**src/rtl/pc_sequencer.sv**
```systemverilog
// Program-counter sequencer for the IF stage: PC register, next-PC selection,
// HALT detection and debug single-step gating, plus a saturating advance counter.
module pc_sequencer #(
  parameter int WIDTH    = 32,
  parameter int INCR     = 1,
  parameter int RESET_PC = 0,
  parameter int CNT_W    = 32
) (
  input  logic             i_clk,
  input  logic             i_reset,
  input  logic             i_stall,
  input  logic             i_branch,
  input  logic [WIDTH-1:0] i_branch_tgt,
  input  logic             i_jump,
  input  logic [WIDTH-1:0] i_jump_tgt,
  input  logic             i_halt,
  input  logic             i_debug_mode,
  input  logic             i_step,
  input  logic             i_resume,
  output logic [WIDTH-1:0] o_pc,
  output logic [WIDTH-1:0] o_pc_plus,
  output logic             o_enable,
  output logic             o_halted,
  output logic [CNT_W-1:0] o_adv_count
);

  typedef enum logic {RUN = 1'b0, HALTED = 1'b1} state_t;

  // Handshake: o_enable is a qualifier, not a valid/ready pair. The PC only
  // changes at an edge where o_enable is high (or on reset/resume).
  state_t           state;
  logic [WIDTH-1:0] pc_q;
  logic [CNT_W-1:0] cnt_q;
  logic             halted_q;
  logic             enable;

  localparam logic [WIDTH-1:0] INCR_W  = WIDTH'(INCR);
  localparam logic [WIDTH-1:0] RESET_W = WIDTH'(RESET_PC);

  assign enable      = (state == RUN) & (~i_debug_mode | i_step);
  assign o_enable    = enable;
  assign o_pc        = pc_q;
  assign o_pc_plus   = pc_q + INCR_W;
  assign o_halted    = halted_q;
  assign o_adv_count = cnt_q;

  always_ff @(posedge i_clk) begin
    if (i_reset) begin
      state    <= RUN;
      pc_q     <= RESET_W;
      halted_q <= 1'b0;
      cnt_q    <= '0;
    end else begin
      case (state)
        RUN: begin
          if (enable) begin
            // Older redirects win; anything younger in the same cycle is wrong-path.
            if (i_branch) begin
              pc_q <= i_branch_tgt;
              if (cnt_q != '1) cnt_q <= cnt_q + 1'b1;
            end else if (i_jump) begin
              pc_q <= i_jump_tgt;
              if (cnt_q != '1) cnt_q <= cnt_q + 1'b1;
            end else if (i_halt) begin
              state    <= HALTED;
              halted_q <= 1'b1;
            end else if (!i_stall) begin
              pc_q <= pc_q + INCR_W;
              if (cnt_q != '1) cnt_q <= cnt_q + 1'b1;
            end
          end
        end
        HALTED: begin
          if (i_resume) begin
            state    <= RUN;
            halted_q <= 1'b0;
            pc_q     <= RESET_W;
          end
        end
        default: begin
          state    <= RUN;
          halted_q <= 1'b0;
        end
      endcase
    end
  end

endmodule

```
**config.mk**
```make
export PLATFORM = sky130hd
export DESIGN_NAME = pc_sequencer
export DESIGN_NICKNAME = d
export VERILOG_FILES = /design/src/rtl/pc_sequencer.sv
export SDC_FILE = /design/constraint.sdc
export NUM_CORES = 1
export LEC_CHECK = 0
export CORE_MARGIN = 8
export CORE_UTILIZATION = 44
export DETAILED_ROUTE_END_ITERATION = 8
export MAX_ROUTING_LAYER = met4
export PLACE_DENSITY = 0.86
export SETUP_SLACK_MARGIN = 0.05
export SLEW_MARGIN = 20
export SYNTH_ARGS = -nofsm -noshare
export SYNTH_HDL_FRONTEND = slang
export SYNTH_SLANG_ARGS = --single-unit
```
**constraint.sdc**
```tcl
create_clock -name i_clk -period 3 [get_ports i_clk]
set_input_delay 0.45 -clock i_clk [delete_from_list [all_inputs] [get_ports i_clk]]
set_output_delay 0.45 -clock i_clk [all_outputs]
set_load 0.005 [all_outputs]
```
## Word-level counts from Yosys, hierarchy flattened

Cells that the tools add are included.

- Add/subtract/negate cells: 2
- Multiply operators: 0
- Div/mod/pow operators: 0
- Magnitude comparators: 0
- Eq/ne operators: 10
- Shift-type cells: 0
- Muxes and demuxes: 24
- Bitwise logic cells: 4
- Reduce and logical (&&, ||, !) cells: 3

Operators by type and width:

| operator | count |
|---|---|
| 32-bit two-way mux | 11 |
| 32-bit by 1-bit adder with 32-bit output, second input constant | 2 |
| 32-bit case mux with 2 select lines | 1 |
| 32-bit != test, second input constant | 1 |
| 1-bit two-way mux | 10 |
| 2-bit != test, second input constant | 5 |
| 4-bit != test, second input constant | 2 |
| 4-bit AND reduction | 2 |
| 5-bit AND reduction | 1 |
| 1-bit case mux with 2 select lines | 2 |
| 3-bit by 1-bit != test with 1-bit output, second input constant | 1 |
| 3-bit != test, second input constant | 1 |
| 1-bit NOT | 2 |
| 1-bit AND | 1 |
| 1-bit bitwise OR | 1 |

- Bits in registers: 66
- Latch bits: 0
- Bits in writable memories: 0
- Bits in read-only memories: 0
- Bits of input ports: 73
- Output and inout bits: 98
- Word-level logic and storage cells: 47
- Memories kept: 0

## Longest topological paths before layout

Gate-level depths: netlist of the first run.

- Depth in word-level cells: 7
- Mapped depth: 8
- Depth with buffers taken out: 6

## Least setup slack after synthesis of the first run

No wires, ideal clock.

- Path type: register to output
- From: register pc_q[8] (netlist: o_pc[8])
- To: output port o_pc_plus[27]
- Arrival: 2.003 ns
- Required time: 2.550 ns
- Path slack: 0.547 ns
- Stages on the path, launching flop included: 6
- Path buffers: 1
- Cells stage by stage: dfxtp_1 -> nand4_1 -> or4_1 -> clkbuf_1 -> nor4_1 -> xor2_1

- Longest elaborated chain between the ends: 1

Ends and longest elaborated chain:

| item | RTL line | text |
|---|---|---|
| start, declared | 32 | `logic [WIDTH-1:0] pc_q;` |
| start signal, assigned | 59 | `pc_q <= i_branch_tgt;` |
| start signal, assigned | 62 | `pc_q <= i_jump_tgt;` |
| start signal, assigned | 68 | `pc_q <= pc_q + INCR_W;` |
| 32-bit by 1-bit adder with 32-bit output | 43 | `assign o_pc_plus = pc_q + INCR_W;` |
| end, declared | 21 | `output logic [WIDTH-1:0] o_pc_plus,` |

Every way passes these cells.

## Worst setup path in the final report of the first run

- From: register pc_q[10] (netlist: o_pc[10])
- To: output port o_pc_plus[22]

Same word-level chain as after synthesis.

==> metrics, run 1 <==
unrepaired setup endpoints after global routing true; Seq/Total Area, Yosys 31.37%; Area after DPL 6304 um^2; Most used DFF post-synth dfxtp_1; final wirelength between 15000 and 20000 um; Mapped Cells between 500 and 600; Worst VDD drop roughly 0.26 mV; layout cell share with drive strength beyond 1 between 15 and 20%; MaxCap Viol Count 0; Placement Rows 35; Crit. End Element primary output; cts-stage hold buffer count 0; I/O pin total roughly 170; Syn Std Cell Area between 4000 and 5000 um^2; syn avg cell area just under 8 um^2; flop and latch count out of synthesis 66; register area roughly 1300 um^2; final setup fails 0; number of global-route vias before repair ~5400; crit path DAT roughly 2400 ps; root buffer cell clkbuf_8; Reg clk slew, reported paths ~70 ps; crit-path max FO 5; via count ~5400; first-pass GRT wire length around 28000 um; GRT overflow 0; PwrDens approximately 360 nW/um^2; post-synth top area cell dfxtp_1; synth cell count leaders dfxtp_1, o21ai_0, a21oi_1, nand2_1, nor2_1; clock skew 11.76 ps; Routed Antenna Nets 0; WL per Instance slightly above 20 um; IO buf count 170; final cycle utilization of the critical path a little over nine tenths; CP Launch Type register; Synth cell types 56; starting density of the core between 40% and 50%; most common cell in the netlist dfxtp_1; area delta synth->final 61.79%; multi-input logic area between 2000 and 3000 um^2; initial DRC count about 350; TritonRoute pass-1 iters 5; EDFF count, synth 0; clock buffer count from CTS 9; post-route setup TNS 0 ps; hpwl dp between 10000 and 15000 um; vias per cell around 6; gpl congestion a little over 0.9; Filler Cells Inserted between 700 and 800; syn_nets between 600 and 700; Die Y ~110 um; Slew HR 49.28%; DRC 0; Tot Pwr ~2.5 mW; Die ar. 12960 um^2; H-tree level count 3; clock sinks between 60 and 70; Min Clock Period, post-route roughly 2900 ps; Final nets between 800 and 900; endpoints failing hold 0; max-slew violations 0; latest clock arrival within the worst-skew pair between 300 and 400 ps; initial antenna violation count 0; clk buf depth 2; CTS tree yes; post-route design area 6814 um^2; CP Class reg2out; leakage between 2 and 3 nW; fmax between 0.3 and 0.4 GHz; CP Data Required Time 2550 ps; status completed; Yosys top cell area share roughly a third; gr usage total between 20% and 30%; ant diodes 0; largest net degree at the start of global routing 36; Worst Hold Class reg2reg; die width ~110 um; core area slightly above 9000 um^2; Synth area leaders dfxtp_1, o21ai_0, a21oi_1; Synth warnings 0; post-synthesis async set-or-reset flop share 0%; Worst-Margin Slew approximately 750 ps
## registers in the layout, indices dropped and copies added, names as in the netlist
register     flops
o_adv_count     32
state            1
o_halted         1
o_pc            32
## per-layer routing
| metal | share of wire (%) | wire [um] | up-vias | GRT usage [%] |
|---|---|---|---|---|
| met3 | 9.2 | 1638 | 58 | 7.554 |
| li1 | - | - | 2499 | - |
| met5 | 0 | 0 | - | - |
| met4 | 3.8 | 684 | 0 | 11.62 |
| met1 | 39 | 7002 | 2514 | 30.01 |
| met2 | 48 | 8532 | 316 | 46.39 |
## placed cells by master, fill, tap and decap left out, types with 16 or more instances in the layout
cell type / count
nand4_1: 19
dfxtp_1: 55
buf_4: 55
or3_1: 20
nor3_1: 19
clkdlybuf4s50_1: 157
xnor2_1: 16
nand3_1: 22
a21oi_1: 38
nor2_1: 32
inv_1: 16
nand2_1: 33
o21ai_0: 46
## per-stage QoR
stage	setup slack, ps	hold slack (ps)	std cells	utilization, %
after floorplan	547.2	452.7	547	-
after global placement	112.9	472.5	858	67.90
after detailed placement	69.74	483.8	858	67.90
after CTS	7.542	493.1	879	71.81
after global routing	8.065	526.3	886	73.40
final	126.1	491.8	886	73.40
## worst max-delay path, cell delays in order (launching register included)
cell	delay [ps]
dfxtp_1	330
nand4_1	160
buf_4	200
or4_4	590
buf_4	170
nor4b_4	240
or2_4	160
dlygate4sd2_1	230
## final timing paths
kind,startpoint,endpoint,slack (ps),cells after the start
worst min register to register,o_halted,o_halted,490,2
worst max-delay path,o_pc[10],o_pc_plus[22],130,7
worst max register to register,o_adv_count[11],o_adv_count[27],440,5
worst min-delay path,o_halted,o_halted,490,2
## report_power, final
group          switching [mW]  leakage, nW  internal [mW]  total [mW]
clock network           0.368        0.112          0.492       0.860
registers              0.0576        0.542          0.924       0.981
logic                   0.279         1.90          0.354       0.633
total                   0.704         2.55           1.77        2.47
## kinds of logic after synthesis
family          share of synthesized area (%)
xor+xnor                                6.031
fa+ha+maj                              0.5941
buf+inv                                 4.545
simple gates                            28.28
mux                                     2.644
compound gates                          26.53
flops                                   31.37
## timing repair
item	4_1_cts	5_1_grt
buffers inserted	5	7
pin swaps	9	6
resized for setup	31	32
endpoints found under the setup margin	13	16
## cell type report
type | instances | area share, %
Multi-Input combinational cell | 431 | 42.32
Timing Repair Buffer | 227 | 31.44
Sequential cell | 66 | 19.59
Tap cell | 129 | 2.369
Clock buffer | 10 | 2.020
Clock inverter | 6 | 1.322
Inverter | 17 | 0.9365
No activity file was read; power rests on OpenSTA's default activity.
==> run 2: changes to the inputs <==
==> constraint.sdc (replaced) <==
create_clock -name i_clk -period 3 [get_ports i_clk]
set_input_delay 0.45 -clock i_clk [delete_from_list [all_inputs] [get_ports i_clk]]
set_output_delay 0.45 -clock i_clk [all_outputs]
set_load 0.1 [all_outputs]
==> run 2 against run 1 <==
Effect of this change:
- routed wire length increased by 0.11%
- fmax is 2.8% lower
- sequential share of layout area increased by 0.66 points
- flip-flop and latch count unchanged
- worst hold slack gained 14 ps
- highest routed layer unchanged
- critical endpoint is now o_pc_plus[30]
- register-to-register slack improved by 120 ps
==> metrics, run 2 (same netlist as run 1, synthesis figures left out) <==
status completed; area delta synth->final 65.18%; Worst Hold Class reg2reg; Die Y 113.8 um (unchanged); fmax 0.3383 GHz (-2.8%); met3 Resource Use GR 6.445% (-1.1 points); switching part of the total 43.02% (+15 points); clock skew 11.01 ps (-0.7571 ps); hpwl dp 13430 um (-1.2%); crit path DAT 2510 ps (+90 ps); post-route setup TNS 0 ps (unchanged); met1 Use GR 31.23% (+1.2 points); worst hold path depth 2 (unchanged); Critical Path Start o_pc[8]; Int Power 1.805 mW (+2.0%); MaxCap Viol Count 0 (unchanged); WL per Instance 20.52 um (+1.8%); final setup fails 0 (unchanged); Reg2Reg Setup Slack 560 ps (+120 ps); Comb pwr share 40.2% (+15 points); post-route design area 6957 um^2 (+2.1%); final cycle utilization of the critical path 98.52% (+2.7 points); Min Clock Period, post-route 2956 ps (+81.69 ps); core area 9284 um^2 (unchanged); initial DRC count 451 (+28%); Worst-Margin Slew 729.5 ps (-24.82 ps); initial antenna violation count 0 (unchanged); Die ar. 12960 um^2 (unchanged); crit-path max FO 6 (+1); Slew HR 50.95% (+1.7 points); hold path start o_halted; layout cell share with drive strength beyond 1 31.94% (+16 points); CP Class reg2out; number of global-route vias before repair 5270 (-3.1%); CTS tree yes; leakage 2.742 nW (+7.3%); starting density of the core 45.36% (unchanged); # placed instances 842 (-1.9%); Placement Rows 35 (unchanged); clock sinks 66 (unchanged); commonest non-fill, non-tap cells in the layout buf_4, clkdlybuf4s50_1, o21ai_0, a21oi_1, nor2_1; clock buffer count from CTS 9 (unchanged); R2R cell count 5 (unchanged); root buffer cell clkbuf_8; first-pass GRT wire length 27850 um (-0.30%); GRT Max-Usage Layer met2; Crit. End Element primary output; commonest non-fill, non-tap cell in the layout buf_4; Worst VDD drop 0.3127 mV (+20%); ant diodes 0 (unchanged); Psw 1.363 mW (+94%); TritonRoute pass-1 iters 6 (+1); CP endpoint o_pc_plus[30]; Sequential Power Share 32.1% (-7.6 points); via count 5418 (+0.58%); Final nets 812 (-1.8%); met2 Track Usage GR 44.10% (-2.3 points); H-tree level count 3 (unchanged); final core utilization 74.93% (+1.5 points); CP Launch Type register; largest net degree at the start of global routing 33 (-8.3%); die width 113.8 um (unchanged); final wirelength 17880 um (+0.11%); GRT overflow 0 (unchanged); Tot Pwr 3.168 mW (+28%); IO buf count 170 (unchanged); DRC 0 (unchanged); gpl congestion 0.9484 (+2.5%); clk buf depth 2 (unchanged); unrepaired setup endpoints after global routing true; final std cells w/o fill 871 (-1.7%); Reg clk slew, reported paths 80 ps (about the same); gr usage total 27.41% (-0.12 points); latest clock arrival within the worst-skew pair 350 ps (about the same); I/O pin total 171 (unchanged); vias per cell 6.220 (+2.3%); Clock power frac 27.7% (-7.1 points); PwrDens 455.4 nW/um^2 (+25%); max-slew violations 0 (unchanged); Routed Antenna Nets 0 (unchanged); endpoints failing hold 0 (unchanged); Area after DPL 6574 um^2 (+4.3%); CP Data Required Time 2550 ps (about the same); Reg-to-Reg Start o_adv_count[13]; R2R Path End o_adv_count[31]
[run 2: cell count changes in the layout (fill, tap and decap cells not counted), moves of 5 or more]
cell	before	now
dfxtp_4	0	18
xor2_1	9	4
buf_4	55	119
xnor2_1	16	4
buf_12	1	20
xnor2_4	0	5
xnor2_2	4	11
dfxtp_2	11	16
clkdlybuf4s50_1	157	72
dlymetal6s2s_1	6	0
dfxtp_1	55	32
[run 2: final cells by class]
| type | count | area, um^2 |
|---|---|---|
| clock buffer | 12 | 176.4 |
| clock inverter | 4 | 53.80 |
| fill | 677 | 2327 |
| inverter | 17 | 63.81 |
| multi-input combinational | 431 | 3063 |
| sequential | 66 | 1409 |
| tap | 129 | 161.4 |
| timing repair buffer | 212 | 2029 |
[run 2: worst max-delay path: stages (launching register included)]
cell and delay [ps]:
dfxtp_4 380, nand4_1 210, buf_4 220, or4_4 600, nor4_1 220, buf_4 180
xnor2_2 130, buf_12 200
[run 2: repair_timing]
| action | 4_1_cts | 5_1_grt |
|---|---|---|
| endpoints found under the setup margin | 8 | 14 |
| hold buffers | 0 | 0 |
| gates resized for setup | 5 | 7 |
| buffers inserted | 2 | 11 |
| pin swaps | 2 | 9 |
[run 2: worst min path at each step]
stage               slack (ps)       end
floorplan                  580  o_pc[10]
global placement           480  o_halted
detailed placement         490  o_halted
CTS                        500  o_halted
global route               520  o_halted
finish                     510  o_halted
[run 2: power by group through the flow]
| stage | logic [mW] | clock network, mW | registers [mW] |
|---|---|---|---|
| after global placement | 1.25 | 0 | 1.03 |
| after CTS | 1.26 | 0.875 | 1.01 |
| after floorplan | 0.553 | 0 | 1.33 |
| after detailed placement | 1.26 | 0 | 1.03 |
| after global routing | 1.31 | 0.926 | 1.03 |
| final | 1.27 | 0.878 | 1.02 |
[run 2: metal layers]
layer	vias up	routed length (um)
met5	-	0
met4	0	667
met3	54	1854
met2	363	8649
met1	2532	6704
li1	2469	-
[run 2: stage by stage]
| stage | worst slack [ps] | hold WS [ps] |
|---|---|---|
| after global routing | -23.50 | 524.6 |
| after CTS | 31.22 | 504.5 |
| after global placement | 195.8 | 476.1 |
| after floorplan | -103.2 | 580.0 |
| final | 44.43 | 505.5 |
| after detailed placement | 125.9 | 493.9 |
